--- config.mk ---
export PLATFORM = sky130hd
export DESIGN_NAME = key_event_gen
export DESIGN_NICKNAME = d
export VERILOG_FILES = /design/src/rtl/matrix_calc_pkg.sv /design/src/rtl/evt_fifo.sv /design/src/rtl/key_event_gen.sv
export SDC_FILE = /design/constraint.sdc
export NUM_CORES = 1
export LEC_CHECK = 0
export CORE_ASPECT_RATIO = 0.5
export CORE_UTILIZATION = 55
export CTS_BUF_LIST = sky130_fd_sc_hd__clkbuf_16
export CTS_CLUSTER_DIAMETER = 30
export CTS_CLUSTER_SIZE = 28
export DETAILED_ROUTE_END_ITERATION = 16
export PLACE_DENSITY = 0.72
export SETUP_SLACK_MARGIN = 0.4
export SYNTH_ARGS = -nofsm -noshare
export SYNTH_HDL_FRONTEND = slang
export SYNTH_SLANG_ARGS = --single-unit
--- constraint.sdc ---
create_clock -name clk -period 4.3 [get_ports clk]
set_input_delay 0.43 -clock clk [delete_from_list [all_inputs] [get_ports clk]]
set_output_delay 0.43 -clock clk [all_outputs]
set_load 0.005 [all_outputs]
--- src/rtl/matrix_calc_pkg.sv ---
`default_nettype none
// ============================================================================
// Package  : matrix_calc_pkg
// Brief    : Key event codes and key FSM state encoding shared by key_event_gen.
// Revision : 1.0 - initial release
// ============================================================================
package matrix_calc_pkg;

  localparam logic [1:0] EVT_RELEASE = 2'b00;
  localparam logic [1:0] EVT_PRESS   = 2'b01;
  localparam logic [1:0] EVT_LONG    = 2'b10;
  localparam logic [1:0] EVT_REPEAT  = 2'b11;

  typedef enum logic [1:0] {
    KS_IDLE = 2'b00,
    KS_DOWN = 2'b01,
    KS_RPT  = 2'b10
  } key_state_e;

  // Index/counter width that never collapses to zero bits.
  function automatic int width_of(input int value);
    return (value > 1) ? $clog2(value) : 1;
  endfunction

endpackage
`default_nettype wire

--- src/rtl/evt_fifo.sv ---
`default_nettype none
// ============================================================================
// Module   : evt_fifo
// Brief    : First-word fall-through FIFO; head output holds its last value when empty.
// Revision : 1.0 - initial release
// ============================================================================
module evt_fifo
  import matrix_calc_pkg::*;
#(
  parameter int WIDTH = 4,
  parameter int DEPTH = 4
) (
  input  logic             clk,
  input  logic             rst_n,
  input  logic             push,
  input  logic [WIDTH-1:0] wdata,
  input  logic             pop,
  output logic [WIDTH-1:0] rdata,
  output logic             full,
  output logic             empty
);

  localparam int AW = width_of(DEPTH);
  localparam logic [AW:0] c_depth = (AW + 1)'(DEPTH);
  localparam logic [AW:0] c_one   = (AW + 1)'(1);

  logic [WIDTH-1:0] r_mem [DEPTH];
  logic [AW-1:0]    r_wr_ptr;
  logic [AW-1:0]    r_rd_ptr;
  logic [AW:0]      r_count;
  logic [WIDTH-1:0] r_rdata;

  logic             w_pop;
  logic             w_push;
  logic [AW-1:0]    w_rd_next;

  assign empty     = (r_count == '0);
  assign full      = (r_count == c_depth);
  assign w_pop     = pop && !empty;
  assign w_push    = push && (!full || w_pop);
  assign w_rd_next = r_rd_ptr + 1'b1;
  assign rdata     = r_rdata;

  always_ff @(posedge clk) begin
    if (w_push) begin
      r_mem[r_wr_ptr] <= wdata;
    end
  end

  always_ff @(posedge clk or negedge rst_n) begin
    if (!rst_n) begin
      r_wr_ptr <= '0;
      r_rd_ptr <= '0;
      r_count  <= '0;
      r_rdata  <= '0;
    end else begin
      if (w_push) begin
        r_wr_ptr <= r_wr_ptr + 1'b1;
      end
      if (w_pop) begin
        r_rd_ptr <= w_rd_next;
      end
      case ({w_push, w_pop})
        2'b10:   r_count <= r_count + c_one;
        2'b01:   r_count <= r_count - c_one;
        default: r_count <= r_count;
      endcase
      // Head register: load on write into an empty queue, advance on pop.
      if (empty) begin
        if (w_push) begin
          r_rdata <= wdata;
        end
      end else if (w_pop) begin
        if (r_count == c_one) begin
          if (w_push) begin
            r_rdata <= wdata;
          end
        end else begin
          r_rdata <= r_mem[w_rd_next];
        end
      end
    end
  end

endmodule
`default_nettype wire

--- src/rtl/key_event_gen.sv ---
`default_nettype none
// ============================================================================
// Module   : key_event_gen
// Brief    : Turns debounced active-low key levels into queued PRESS/LONG/REPEAT/RELEASE events.
// Revision : 1.0 - initial release
// ============================================================================
module key_event_gen
  import matrix_calc_pkg::*;
#(
  parameter int N_KEYS        = 5,
  parameter int LONG_CYCLES   = 50_000_000,
  parameter int REPEAT_CYCLES = 10_000_000,
  parameter int FIFO_DEPTH    = 4
) (
  input  logic                        clk,
  input  logic                        rst_n,
  input  logic [N_KEYS-1:0]           key_n,
  output logic                        evt_valid,
  input  logic                        evt_ready,
  output logic [width_of(N_KEYS)-1:0] evt_key,
  output logic [1:0]                  evt_type,
  output logic [N_KEYS-1:0]           key_held,
  output logic                        overflow,
  input  logic                        clr_overflow
);

  localparam int KW   = width_of(N_KEYS);
  localparam int MAXC = (LONG_CYCLES > REPEAT_CYCLES) ? LONG_CYCLES : REPEAT_CYCLES;
  localparam int CW   = width_of(MAXC);
  localparam logic [CW-1:0] c_long_tc = CW'(LONG_CYCLES - 1);
  localparam logic [CW-1:0] c_rpt_tc  = CW'(REPEAT_CYCLES - 1);

  logic [N_KEYS-1:0]      r_key_q;
  logic                   r_overflow;

  logic [N_KEYS-1:0]      w_pend_v;
  logic [N_KEYS-1:0][1:0] w_pend_t;
  logic [N_KEYS-1:0]      w_drain;
  logic [N_KEYS-1:0]      w_drop;

  logic                   w_found;
  logic [KW-1:0]          w_sel_key;
  logic [1:0]             w_sel_type;
  logic                   w_push_ok;
  logic                   w_push;
  logic                   w_pop;
  logic                   w_full;
  logic                   w_empty;
  logic [KW+1:0]          w_fifo_dout;

  always_ff @(posedge clk or negedge rst_n) begin
    if (!rst_n) begin
      r_key_q <= '1;
    end else begin
      r_key_q <= key_n;
    end
  end

  for (genvar gi = 0; gi < N_KEYS; gi++) begin : g_key
    key_state_e    r_state;
    logic [CW-1:0] r_cnt;
    logic          r_pend_v;
    logic [1:0]    r_pend_t;
    logic          w_raise;
    logic [1:0]    w_rtype;

    // Release is tested first so it beats a LONG/REPEAT terminal count.
    always_comb begin
      w_raise = 1'b0;
      w_rtype = EVT_RELEASE;
      case (r_state)
        KS_IDLE: begin
          if (!r_key_q[gi]) begin
            w_raise = 1'b1;
            w_rtype = EVT_PRESS;
          end
        end
        KS_DOWN: begin
          if (r_key_q[gi]) begin
            w_raise = 1'b1;
            w_rtype = EVT_RELEASE;
          end else if (r_cnt == c_long_tc) begin
            w_raise = 1'b1;
            w_rtype = EVT_LONG;
          end
        end
        KS_RPT: begin
          if (r_key_q[gi]) begin
            w_raise = 1'b1;
            w_rtype = EVT_RELEASE;
          end else if (r_cnt == c_rpt_tc) begin
            w_raise = 1'b1;
            w_rtype = EVT_REPEAT;
          end
        end
        default: begin
          w_raise = 1'b0;
        end
      endcase
    end

    always_ff @(posedge clk or negedge rst_n) begin
      if (!rst_n) begin
        r_state  <= KS_IDLE;
        r_cnt    <= '0;
        r_pend_v <= 1'b0;
        r_pend_t <= EVT_RELEASE;
      end else begin
        case (r_state)
          KS_IDLE: begin
            if (!r_key_q[gi]) begin
              r_state <= KS_DOWN;
              r_cnt   <= '0;
            end
          end
          KS_DOWN: begin
            if (r_key_q[gi]) begin
              r_state <= KS_IDLE;
            end else if (r_cnt == c_long_tc) begin
              r_state <= KS_RPT;
              r_cnt   <= '0;
            end else begin
              r_cnt <= r_cnt + 1'b1;
            end
          end
          KS_RPT: begin
            if (r_key_q[gi]) begin
              r_state <= KS_IDLE;
            end else if (r_cnt == c_rpt_tc) begin
              r_cnt <= '0;
            end else begin
              r_cnt <= r_cnt + 1'b1;
            end
          end
          default: begin
            r_state <= KS_IDLE;
            r_cnt   <= '0;
          end
        endcase

        if (w_raise && (!r_pend_v || w_drain[gi])) begin
          r_pend_v <= 1'b1;
          r_pend_t <= w_rtype;
        end else if (w_drain[gi]) begin
          r_pend_v <= 1'b0;
        end
      end
    end

    assign w_pend_v[gi] = r_pend_v;
    assign w_pend_t[gi] = r_pend_t;
    assign w_drop[gi]   = w_raise && r_pend_v && !w_drain[gi];
    assign key_held[gi] = (r_state != KS_IDLE);
  end

  assign w_pop     = !w_empty && evt_ready;
  assign w_push_ok = !w_full || w_pop;

  // Fixed priority: the lowest-index pending slot wins the single push per cycle.
  always_comb begin
    w_found    = 1'b0;
    w_sel_key  = '0;
    w_sel_type = EVT_RELEASE;
    w_drain    = '0;
    for (int i = 0; i < N_KEYS; i++) begin
      if (w_pend_v[i] && !w_found) begin
        w_found    = 1'b1;
        w_sel_key  = KW'(i);
        w_sel_type = w_pend_t[i];
        w_drain[i] = w_push_ok;
      end
    end
  end

  assign w_push = w_found && w_push_ok;

  evt_fifo #(
    .WIDTH (KW + 2),
    .DEPTH (FIFO_DEPTH)
  ) u_evt_fifo (
    .clk   (clk),
    .rst_n (rst_n),
    .push  (w_push),
    .wdata ({w_sel_key, w_sel_type}),
    .pop   (w_pop),
    .rdata (w_fifo_dout),
    .full  (w_full),
    .empty (w_empty)
  );

  assign evt_valid = !w_empty;
  assign evt_key   = w_fifo_dout[KW+1:2];
  assign evt_type  = w_fifo_dout[1:0];

  always_ff @(posedge clk or negedge rst_n) begin
    if (!rst_n) begin
      r_overflow <= 1'b0;
    end else if (|w_drop) begin
      r_overflow <= 1'b1;
    end else if (clr_overflow) begin
      r_overflow <= 1'b0;
    end
  end

  assign overflow = r_overflow;

endmodule
`default_nettype wire

==> results.py, run 1 <==
metrics = {
    "run_status": {
        "outcome": "finished clean",
    },
    "global_routing": {
        "grtUsageMet1": 0.3310,
        "grt_max_degree": 110,
        "grt_overflow": 0,
        "globalRoute.busiestLayer": "met2",
        "antenna_found_initial": 1,
        "grt_pass1_vias": 7648,
        "grt_pass1_wl_mm": 37.03,
        "grtUsageMet2": 0.3643,
        "grt_use_total": 0.2300,
        "grtUsageMet3": 0.04066,
    },
    "finish": {
        "final_cell_mix": "dfrtp_1, nor2_1, nand2_1, xor2_1, nand3_1",
        "fin_nets": 1148,
        "area_growth_pct": 9.618,
        "drive_gt1_frac": 0.06804,
        "post-route-util": 0.6221,
        "antenna_cells": 0,
        "final_common_cell": "dfrtp_1",
    },
    "clock_tree": {
        "clkSinkCount": 193,
        "post-cts-setup-buffer-count": 0,
        "cts_buffers": 17,
        "path_clk_slew_ns": 0.08,
        "cts_tree": "built",
        "worstSkewPairLatency_ns": 0.43,
        "root_buffer": "clkbuf_16",
        "clk_path_buf_depth": 2,
        "postCtsHoldBufs": 0,
        "h-tree-depth": 4,
        "ctsResizeCount": 0,
    },
    "synthesis": {
        "synth_area_per_cell_um2": 9.694,
        "synth.cell_area_um2": 10540,
        "synth_edf_count": 20,
        "synthFlopType": "dfrtp_1",
        "yosysSeqAreaShare": 0.4684,
        "synth_cells": 1087,
        "yosys_warnings": 0,
        "ys_ff_latch": 193,
        "syn-num-nets": 1131,
        "synthArstFlopShare": 0.8964,
        "synth_cell_types": 77,
    },
    "sta": {
        "worst_clock_skew_ns": 0.01311,
        "rsz0062_at_grt": "no",
        "fin_crit_ns": 3.040,
        "period_share": 0.7070,
        "finalHoldViolations": 0,
        "slew_violations": 0,
        "worstMarginPinSlew_ns": 1.015,
        "max_freq_mhz": 328.9,
        "finalSetupTns_ns": 0,
        "maxSlewHeadroom": 0.3174,
        "setup_viol": 0,
    },
    "floorplanning": {
        "dieHeight_um": 99.88,
        "ios": 21,
        "core-area_um2": 18570,
        "rows": 35,
        "dieArea_um2": 19750,
        "die_x_um": 197.8,
        "initial_core_util": 0.5675,
    },
    "placed_design": {
        "port_buffers": 20,
        "finalWeightedCongestion": 0.8202,
        "dp_hpwl_mm": 14.50,
    },
    "pwr": {
        "ir_worst_vdd_mv": 0.3293,
        "finalPower_uw": 5521,
        "powerDensity_nw_per_um2": 478.0,
        "power.leakage_uw": 0.004773,
    },
    "worst_setup_path": {
        "rr_endpoint": "g_key[2].r_cnt[10]",
        "cpPeakStageDelay_ns": 0.85,
        "path_cells": "ha_1 > nand4_1 > nor4_1 > a21boi_1 > o21a_1 > nor2_2 > nor2_1",
        "r2r-start": "g_key[2].r_cnt[0]",
        "cp_num_buf_inv": 0,
        "critical_path_class": "flip-flop to flip-flop",
        "regToRegSetupSlack_ns": 1.26,
        "critPathTopFamily": "simple AND/OR/NAND/NOR gates",
        "cp.arrival_ns": 3.32,
        "reg2reg_depth": 7,
        "cp.required_ns": 4.58,
        "end_kind": "flip-flop",
        "worst-path-max-fanout": 18,
        "cp_slowest_cell": "nor4_1",
        "worstSetupStartpointType": "flip-flop",
    },
    "drt": {
        "first_pass_iters": 5,
        "antenna_left": 0,
        "vias": 7915,
        "drc": 0,
        "routed_wl_mm": 21.12,
        "drt_iter0_drc": 440,
        "post_drt_via_cell_ratio": 5.752,
        "wire_per_inst_um": 15.35,
    },
    "min_path": {
        "min_path_type": "input pin to async pin",
    },
    "job": {
        "max-cap-violations": 0,
    },
}
[how the worst max path moves through the flow]
stage / startpoint / end / slack (ns) / cells past startpoint
6_report: g_key[2].r_cnt[0] / g_key[2].r_cnt[10] / 1.26 / 7
3_5_place_dp: g_key[2].r_cnt[0] / g_key[2].r_cnt[9] / 1.32 / 7
2_1_floorplan: g_key[1].r_cnt[8] / g_key[1].r_pend_t[0] / 1.85 / 6
4_1_cts: g_key[2].r_cnt[0] / g_key[2].r_cnt[9] / 1.33 / 7
5_1_grt: g_key[2].r_cnt[0] / g_key[2].r_cnt[8] / 1.04 / 7
3_3_place_gp: g_key[2].r_cnt[0] / g_key[2].r_cnt[14] / 1.41 / 7
[cells by family (layout without fill, tap and decap cells)]
kind of cell,Yosys count,after routing,share of synthesized area
xor+xnor,101,101,0.08395
flops,193,193,0.4684
fa+ha+maj,35,35,0.04156
simple gates,505,505,0.2526
buf+inv,69,99,0.02624
mux,19,19,0.02529
compound gates,165,165,0.1020
[flip-flops by register name (all words and copies together) (netlist names), 3 cells and up]
signal              flops
u_evt_fifo.r_mem       20
u_evt_fifo.r_count      3
g_key.r_pend_t         10
r_key_q                 5
g_key.r_pend_v          5
g_key.r_cnt           130
g_key.r_state          10
u_evt_fifo.rdata        5
[layout make-up]
cell class                      count  area (um^2)
Clock buffer                       17        425.4
Clock inverter                     15        131.4
Fill cell                        1570         7017
Inverter                           42        157.7
Multi-Input combinational cell    825         5325
Sequential cell                   193         4936
Tap cell                          259        324.1
Timing Repair Buffer               25        251.5
[power breakdown]
group	switching [uW]	internal, uW	total [uW]
clock network	762	760	1520
registers	219	2150	2360
logic	980	655	1630
total	1960	3560	5520
[cells in the mapped netlist (6+ instances only)]
cell type  number  area (um^2)
dfrtp_1       168         4204
nor2_1        149        559.3
nand2_1        96        360.4
xor2_1         56        490.5
nand3_1        54        270.3
xnor2_1        45        394.1
o21ai_0        44        220.2
inv_1          42        157.7
a21oi_1        37        185.2
ha_1           35        437.9
nand4_1        31        193.9
nor3_1         25        125.1
and3_1         22        137.6
clkbuf_1       22        82.58
edfxtp_1       20        600.6
nand2b_1       17        106.4
and4_1         15        131.4
and2_1         12        75.07
nor4bb_1       10        100.1
or2_2          10        62.56
a31oi_1         9        56.30
o31ai_1         9        67.56
a21o_1          8        60.06
nor4b_1         8        70.07
o31a_1          8        70.07
or3_1           8        50.05
mux2_2          7        78.83
nor4_1          7        43.79
a22o_1          6        52.55
nor2b_1         6        37.54
[per-layer routing]
metal / part of all wire / wire, um
met1: 0.50 / 10470
met2: 0.46 / 9680
met3: 0.035 / 740
met4: 0.011 / 227
met5: 0 / 0
[through the flow]
step                      std cells  cell area [um^2]  setup slack (ns)  hold WS (ns)
final                          1376             11550             1.260        0.1075
after global routing           1376             11550             1.036        0.1966
after CTS                      1376             11550             1.325        0.1827
after detailed placement       1344             10990             1.323        0.4831
after global placement         1344             10990             1.407        0.4746
after floorplan                1087             10540             1.845        0.1344
No activity file was read; power rests on OpenSTA's default activity.
==> inputs of run 2 (changes only) <==
==> constraint.sdc (replaced) <==
create_clock -name clk -period 3.1 [get_ports clk]
set_input_delay 0.31 -clock clk [delete_from_list [all_inputs] [get_ports clk]]
set_output_delay 0.31 -clock clk [all_outputs]
set_load 0.005 [all_outputs]
==> results.py, run 2 (synthesized netlist as in run 1, its figures left out) <==
metrics = {
    "finish": {
        "stdcell_count": 1388,
        "antenna_cells": 0,
        "regMostFlops": "g_key.r_cnt",
        "top_regs": "g_key.r_cnt (130), u_evt_fifo.r_mem (20)",
        "largest_reg_flops": 130,
        "area_growth_pct": 11.45,
        "drive_gt1_frac": 0.08503,
        "final_common_cell": "dfrtp_1",
        "fin_nets": 1160,
        "final_cell_mix": "dfrtp_1, nor2_1, nand2_1, xor2_1, nand3_1",
    },
    "worst_setup_path": {
        "critical_path_class": "flip-flop to flip-flop",
        "worstSetupStartpointType": "flip-flop",
        "regToRegSetupSlack_ns": 0.50,
        "r2r-start": "g_key[1].r_cnt[8]",
        "worst-path-max-fanout": 5,
        "cp.arrival_ns": 2.91,
        "reg2reg_depth": 6,
        "end_kind": "flip-flop",
        "cp.required_ns": 3.41,
        "rr_endpoint": "g_key[1].r_pend_t[1]",
    },
    "drt": {
        "antenna_left": 0,
        "first_pass_iters": 6,
        "post_drt_via_cell_ratio": 5.822,
        "drt_iter0_drc": 479,
        "wire_per_inst_um": 15.74,
        "drc": 0,
        "vias": 8081,
        "routed_wl_mm": 21.85,
    },
    "clock_tree": {
        "root_buffer": "clkbuf_16",
        "worstSkewPairLatency_ns": 0.44,
        "cts_buffers": 17,
        "path_clk_slew_ns": 0.07,
        "h-tree-depth": 4,
        "clk_path_buf_depth": 2,
        "clkSinkCount": 193,
        "cts_tree": "built",
    },
    "sta": {
        "finalSetupTns_ns": 0,
        "worst_clock_skew_ns": 0.01119,
        "max_freq_mhz": 385.1,
        "worstMarginPinSlew_ns": 0.6115,
        "slew_violations": 0,
        "finalHoldViolations": 0,
        "rsz0062_at_grt": "yes",
        "maxSlewHeadroom": 0.5914,
        "fin_crit_ns": 2.597,
        "period_share": 0.8378,
        "setup_viol": 0,
    },
    "global_routing": {
        "grt_use_total": 0.2364,
        "antenna_found_initial": 0,
        "grt_pass1_wl_mm": 37.69,
        "grt_max_degree": 66,
        "grt_pass1_vias": 7807,
        "grt_overflow": 0,
    },
    "pwr": {
        "ir_worst_vdd_mv": 0.4116,
        "power_frac_seq": 0.415,
        "powerDensity_nw_per_um2": 672.0,
        "p_sw_uw": 2745,
        "comb_power_share": 0.298,
        "power.leakage_uw": 0.004890,
        "swShare": 0.3479,
        "internal-power_uw": 5146,
        "pwr-share-clk": 0.286,
    },
    "min_path": {
        "hold_path_end": "r_key_q[2]",
        "min_from": "key_n[2]",
        "min_path_type": "input pin to flip-flop",
        "hold_depth": 1,
    },
    "floorplanning": {
        "dieArea_um2": 19750,
        "core-area_um2": 18570,
        "ios": 21,
        "rows": 35,
        "initial_core_util": 0.5675,
        "dieHeight_um": 99.88,
        "die_x_um": 197.8,
    },
    "run_status": {
        "outcome": "finished clean",
    },
    "placed_design": {
        "finalWeightedCongestion": 0.8539,
        "port_buffers": 20,
        "dp_hpwl_mm": 14.92,
        "placedCellCount": 1354,
    },
    "job": {
        "max-cap-violations": 0,
    },
}
-- run 2: worst max path at each step --
stage / start / endpoint
3_3_place_gp: g_key[1].r_cnt[8] / g_key[1].r_cnt[13]
2_1_floorplan: g_key[1].r_cnt[8] / g_key[1].r_pend_t[0]
5_1_grt: g_key[1].r_state[0] / g_key[1].r_cnt[24]
6_report: g_key[1].r_cnt[8] / g_key[1].r_pend_t[1]
4_1_cts: g_key[1].r_state[0] / g_key[1].r_cnt[22]
3_5_place_dp: g_key[1].r_cnt[7] / g_key[1].r_cnt[13]
-- run 2: repair_timing --
item | CTS | global route
setup buffers | 0 | 0
hold buffers | 1 | 0
gates resized for setup | 2 | 14
cloned | 0 | 1
endpoints found under the setup margin | 9 | 43
pin swaps | 0 | 1
hold endpoints to repair | 59 | 0
-- run 2: through the flow --
stage	cell area [um^2]	util	power [uW]	hold WS (ns)	setup slack, ns
2_1_floorplan	10540	-	4901	0.01441	0.6452
3_3_place_gp	11060	0.5955	5517	0.3314	0.4295
3_5_place_dp	11060	0.5955	5627	0.3427	0.3987
4_1_cts	11670	0.6284	7922	0.2576	0.4319
5_1_grt	11740	0.6325	8398	0.2743	0.3770
6_report	11740	0.6325	7891	0.2720	0.5030
-- run 2: per-layer routing --
layer / GRT usage / vias to the layer above / share of wire
met1: 0.3393 / 3954 / 0.49
met5: 0 / - / 0
met2: 0.3673 / 178 / 0.45
met3: 0.03595 / 37 / 0.040
li1: - / 3912 / -
met4: 0.08468 / 0 / 0.017
-- run 2: power groups by stage --
stage                     Sequential [uW]  Clock, uW  Combinational (uW)
after floorplan                      3180          0                1720
after global placement               3290          0                2230
after detailed placement             3320          0                2310
after CTS                            3280       2320                2330
after global routing                 3330       2420                2650
final                                3280       2260                2350
-- run 2: final cells by class --
| cell class | instances | area (um^2) |
|---|---|---|
| fillers | 1497 | 6824 |
| repair buffers | 36 | 324.1 |
| well taps | 259 | 324.1 |
| inverters | 42 | 157.7 |
| clock inverters | 15 | 172.7 |
| clock buffers | 17 | 425.4 |
| multi-input cells | 826 | 5404 |
| flip-flops and latches | 193 | 4936 |
-- run 2: worst max-delay path, cell delays in order, from the launching register on --
cell and delay (ns):
dfrtp_1 0.42, or4_1 0.51, or4_4 0.57, nor4_4 0.33, o41ai_2 0.14, nand2b_4 0.17, mux2_1 0.33
==> inputs of run 3 (changes only) <==
--- a/config.mk
+++ b/config.mk
@@ -11,7 +11,7 @@
 export CTS_CLUSTER_DIAMETER = 30
 export CTS_CLUSTER_SIZE = 28
 export DETAILED_ROUTE_END_ITERATION = 16
-export PLACE_DENSITY = 0.72
+export PLACE_DENSITY = 0.75
 export SETUP_SLACK_MARGIN = 0.4
 export SYNTH_ARGS = -nofsm -noshare
 export SYNTH_HDL_FRONTEND = slang
==> constraint.sdc (replaced) <==
create_clock -name clk -period 2.1 [get_ports clk]
set_input_delay 0.21 -clock clk [delete_from_list [all_inputs] [get_ports clk]]
set_output_delay 0.21 -clock clk [all_outputs]
set_load 0.005 [all_outputs]
==> results.py, run 3 (synthesized netlist as in run 1, its figures left out) <==
metrics = {
    "run_status": {
        "outcome": "complete, but fails checks",
        "violations": "negative setup slack",
    },
    "pwr": {
        "swShare": 0.3939,
        "powerDensity_nw_per_um2": 1026,
        "power_frac_seq": 0.298,
        "p_sw_uw": 6520,
        "comb_power_share": 0.500,
        "finalPower_uw": 16550,
        "ir_worst_vdd_mv": 0.7224,
        "pwr-share-clk": 0.202,
        "internal-power_uw": 10030,
        "power.leakage_uw": 0.006694,
    },
    "sta": {
        "worstMarginPinSlew_ns": 0.6765,
        "worst_clock_skew_ns": 0.01414,
        "rsz0062_at_grt": "yes",
        "fin_crit_ns": 2.581,
        "finalHoldViolations": 0,
        "slew_violations": 0,
        "worst_slack_ns": -0.4805,
        "period_share": 1.229,
        "max_freq_mhz": 387.5,
        "maxSlewHeadroom": 0.5433,
        "setup_viol": 131,
    },
    "placed_design": {
        "dp_hpwl_mm": 17.29,
        "finalWeightedCongestion": 0.8517,
        "port_buffers": 20,
        "placed_area_um2": 12520,
        "placedCellCount": 1472,
    },
    "clock_tree": {
        "cts_tree": "built",
        "root_buffer": "clkbuf_16",
        "h-tree-depth": 4,
        "worstSkewPairLatency_ns": 0.46,
        "path_clk_slew_ns": 0.08,
        "clk_path_buf_depth": 2,
        "cts_buffers": 17,
        "clkSinkCount": 193,
    },
    "finish": {
        "final_common_cell": "buf_4",
        "fin_nets": 1424,
        "largest_reg_flops": 130,
        "area_growth_pct": 53.10,
        "final_cell_mix": "buf_4, dfrtp_1, nor2_1, nand2_1, buf_6",
        "final_area_um2": 16130,
        "antenna_cells": 0,
        "regMostFlops": "g_key.r_cnt",
        "top_regs": "g_key.r_cnt (130), u_evt_fifo.r_mem (20)",
        "drive_gt1_frac": 0.4860,
        "stdcell_count": 1652,
    },
    "drt": {
        "drc": 0,
        "drt_iter0_drc": 1336,
        "post_drt_via_cell_ratio": 6.887,
        "vias": 11380,
        "first_pass_iters": 8,
        "antenna_left": 0,
        "wire_per_inst_um": 26.70,
        "routed_wl_mm": 44.11,
    },
    "global_routing": {
        "grt_overflow": 0,
        "grt_max_degree": 53,
        "grtUsageMet3": 0.05746,
        "grtUsageMet1": 0.4357,
        "grt_pass1_wl_mm": 53.79,
        "antenna_found_initial": 0,
        "grtUsageMet2": 0.5972,
        "grt_use_total": 0.3494,
        "globalRoute.busiestLayer": "met2",
        "grt_pass1_vias": 10290,
    },
    "worst_setup_path": {
        "critical_path_class": "flip-flop to flip-flop",
        "end_kind": "flip-flop",
        "worst-path-max-fanout": 5,
        "cp.required_ns": 2.42,
        "worstSetupStartpointType": "flip-flop",
        "cp.arrival_ns": 2.90,
    },
    "floorplanning": {
        "ios": 21,
        "rows": 35,
        "dieArea_um2": 19750,
        "dieHeight_um": 99.88,
        "initial_core_util": 0.5675,
        "core-area_um2": 18570,
        "die_x_um": 197.8,
    },
    "job": {
        "max-cap-violations": 0,
    },
    "min_path": {
        "min_path_type": "input pin to flip-flop",
    },
}
run 3: worst max-delay path, stage by stage, from the launching register on:
cell and delay, ns:
dfrtp_1 0.38, or4_4 0.53, or4_4 0.60, o31a_1 0.30, o21ai_4 0.22, buf_4 0.16
and2_4 0.18, nor2_1 0.08
run 3: power groups by stage:
stage / Sequential [uW] / Clock [uW] / Combinational (uW)
after floorplan: 4720 / 0 / 3030
after global placement: 4820 / 0 / 4220
after detailed placement: 4870 / 0 / 4390
after CTS: 4790 / 3240 / 6040
after global routing: 4960 / 3440 / 8540
final: 4940 / 3340 / 8280
run 3: path summary, 6_finish.rpt:
check,start,endpoint,slack (ns),cells past startpoint
max in group asynchronous,rst_n,r_key_q[2],1.04,3
worst min-delay path,key_n[4],r_key_q[4],0.16,1
worst max-delay path,g_key[1].r_cnt[7],g_key[1].r_cnt[12],-0.48,7
worst min register to register,u_evt_fifo.rdata[4],u_evt_fifo.rdata[4],0.55,2
min in group asynchronous,rst_n,g_key[0].r_cnt[18],0.31,2
worst max register to register,g_key[1].r_cnt[7],g_key[1].r_cnt[12],-0.48,7
run 3: area by class of cell:
type,instances,area [um^2]
multi-input cells,831,7358
flip-flops and latches,193,4960
repair buffers,295,2740
fillers,673,2435
clock buffers,17,425.4
well taps,259,324.1
inverters,42,177.7
clock inverters,15,147.6
run 3: timing repair:
item | in CTS | in global routing
gates cloned | 9 | 4
endpoints found under the setup margin | 190 | 194
buffers inserted | 81 | 53
pin swaps | 100 | 104
hold buffers | 1 | 0
endpoints found under the hold margin | 47 | 0
resized for setup | 221 | 239
run 3: routing by layer:
layer	wire, um	share of wire
met1	15480	0.35
met2	20190	0.46
met3	4846	0.11
met4	3590	0.081
met5	0	0
run 3: through the flow:
step                  util  worst slack, ns  hold slack, ns  setup TNS, ns
finish              0.8689          -0.4805          0.1595         -24.41
global placement    0.6741          -0.3597          0.2048         -9.226
CTS                 0.7896          -0.3932          0.1675         -9.750
global route        0.8689          -0.5423          0.1715         -32.26
detailed placement  0.6741          -0.4011          0.2093         -10.76
floorplan                -          -0.2877        -0.08559         -7.076
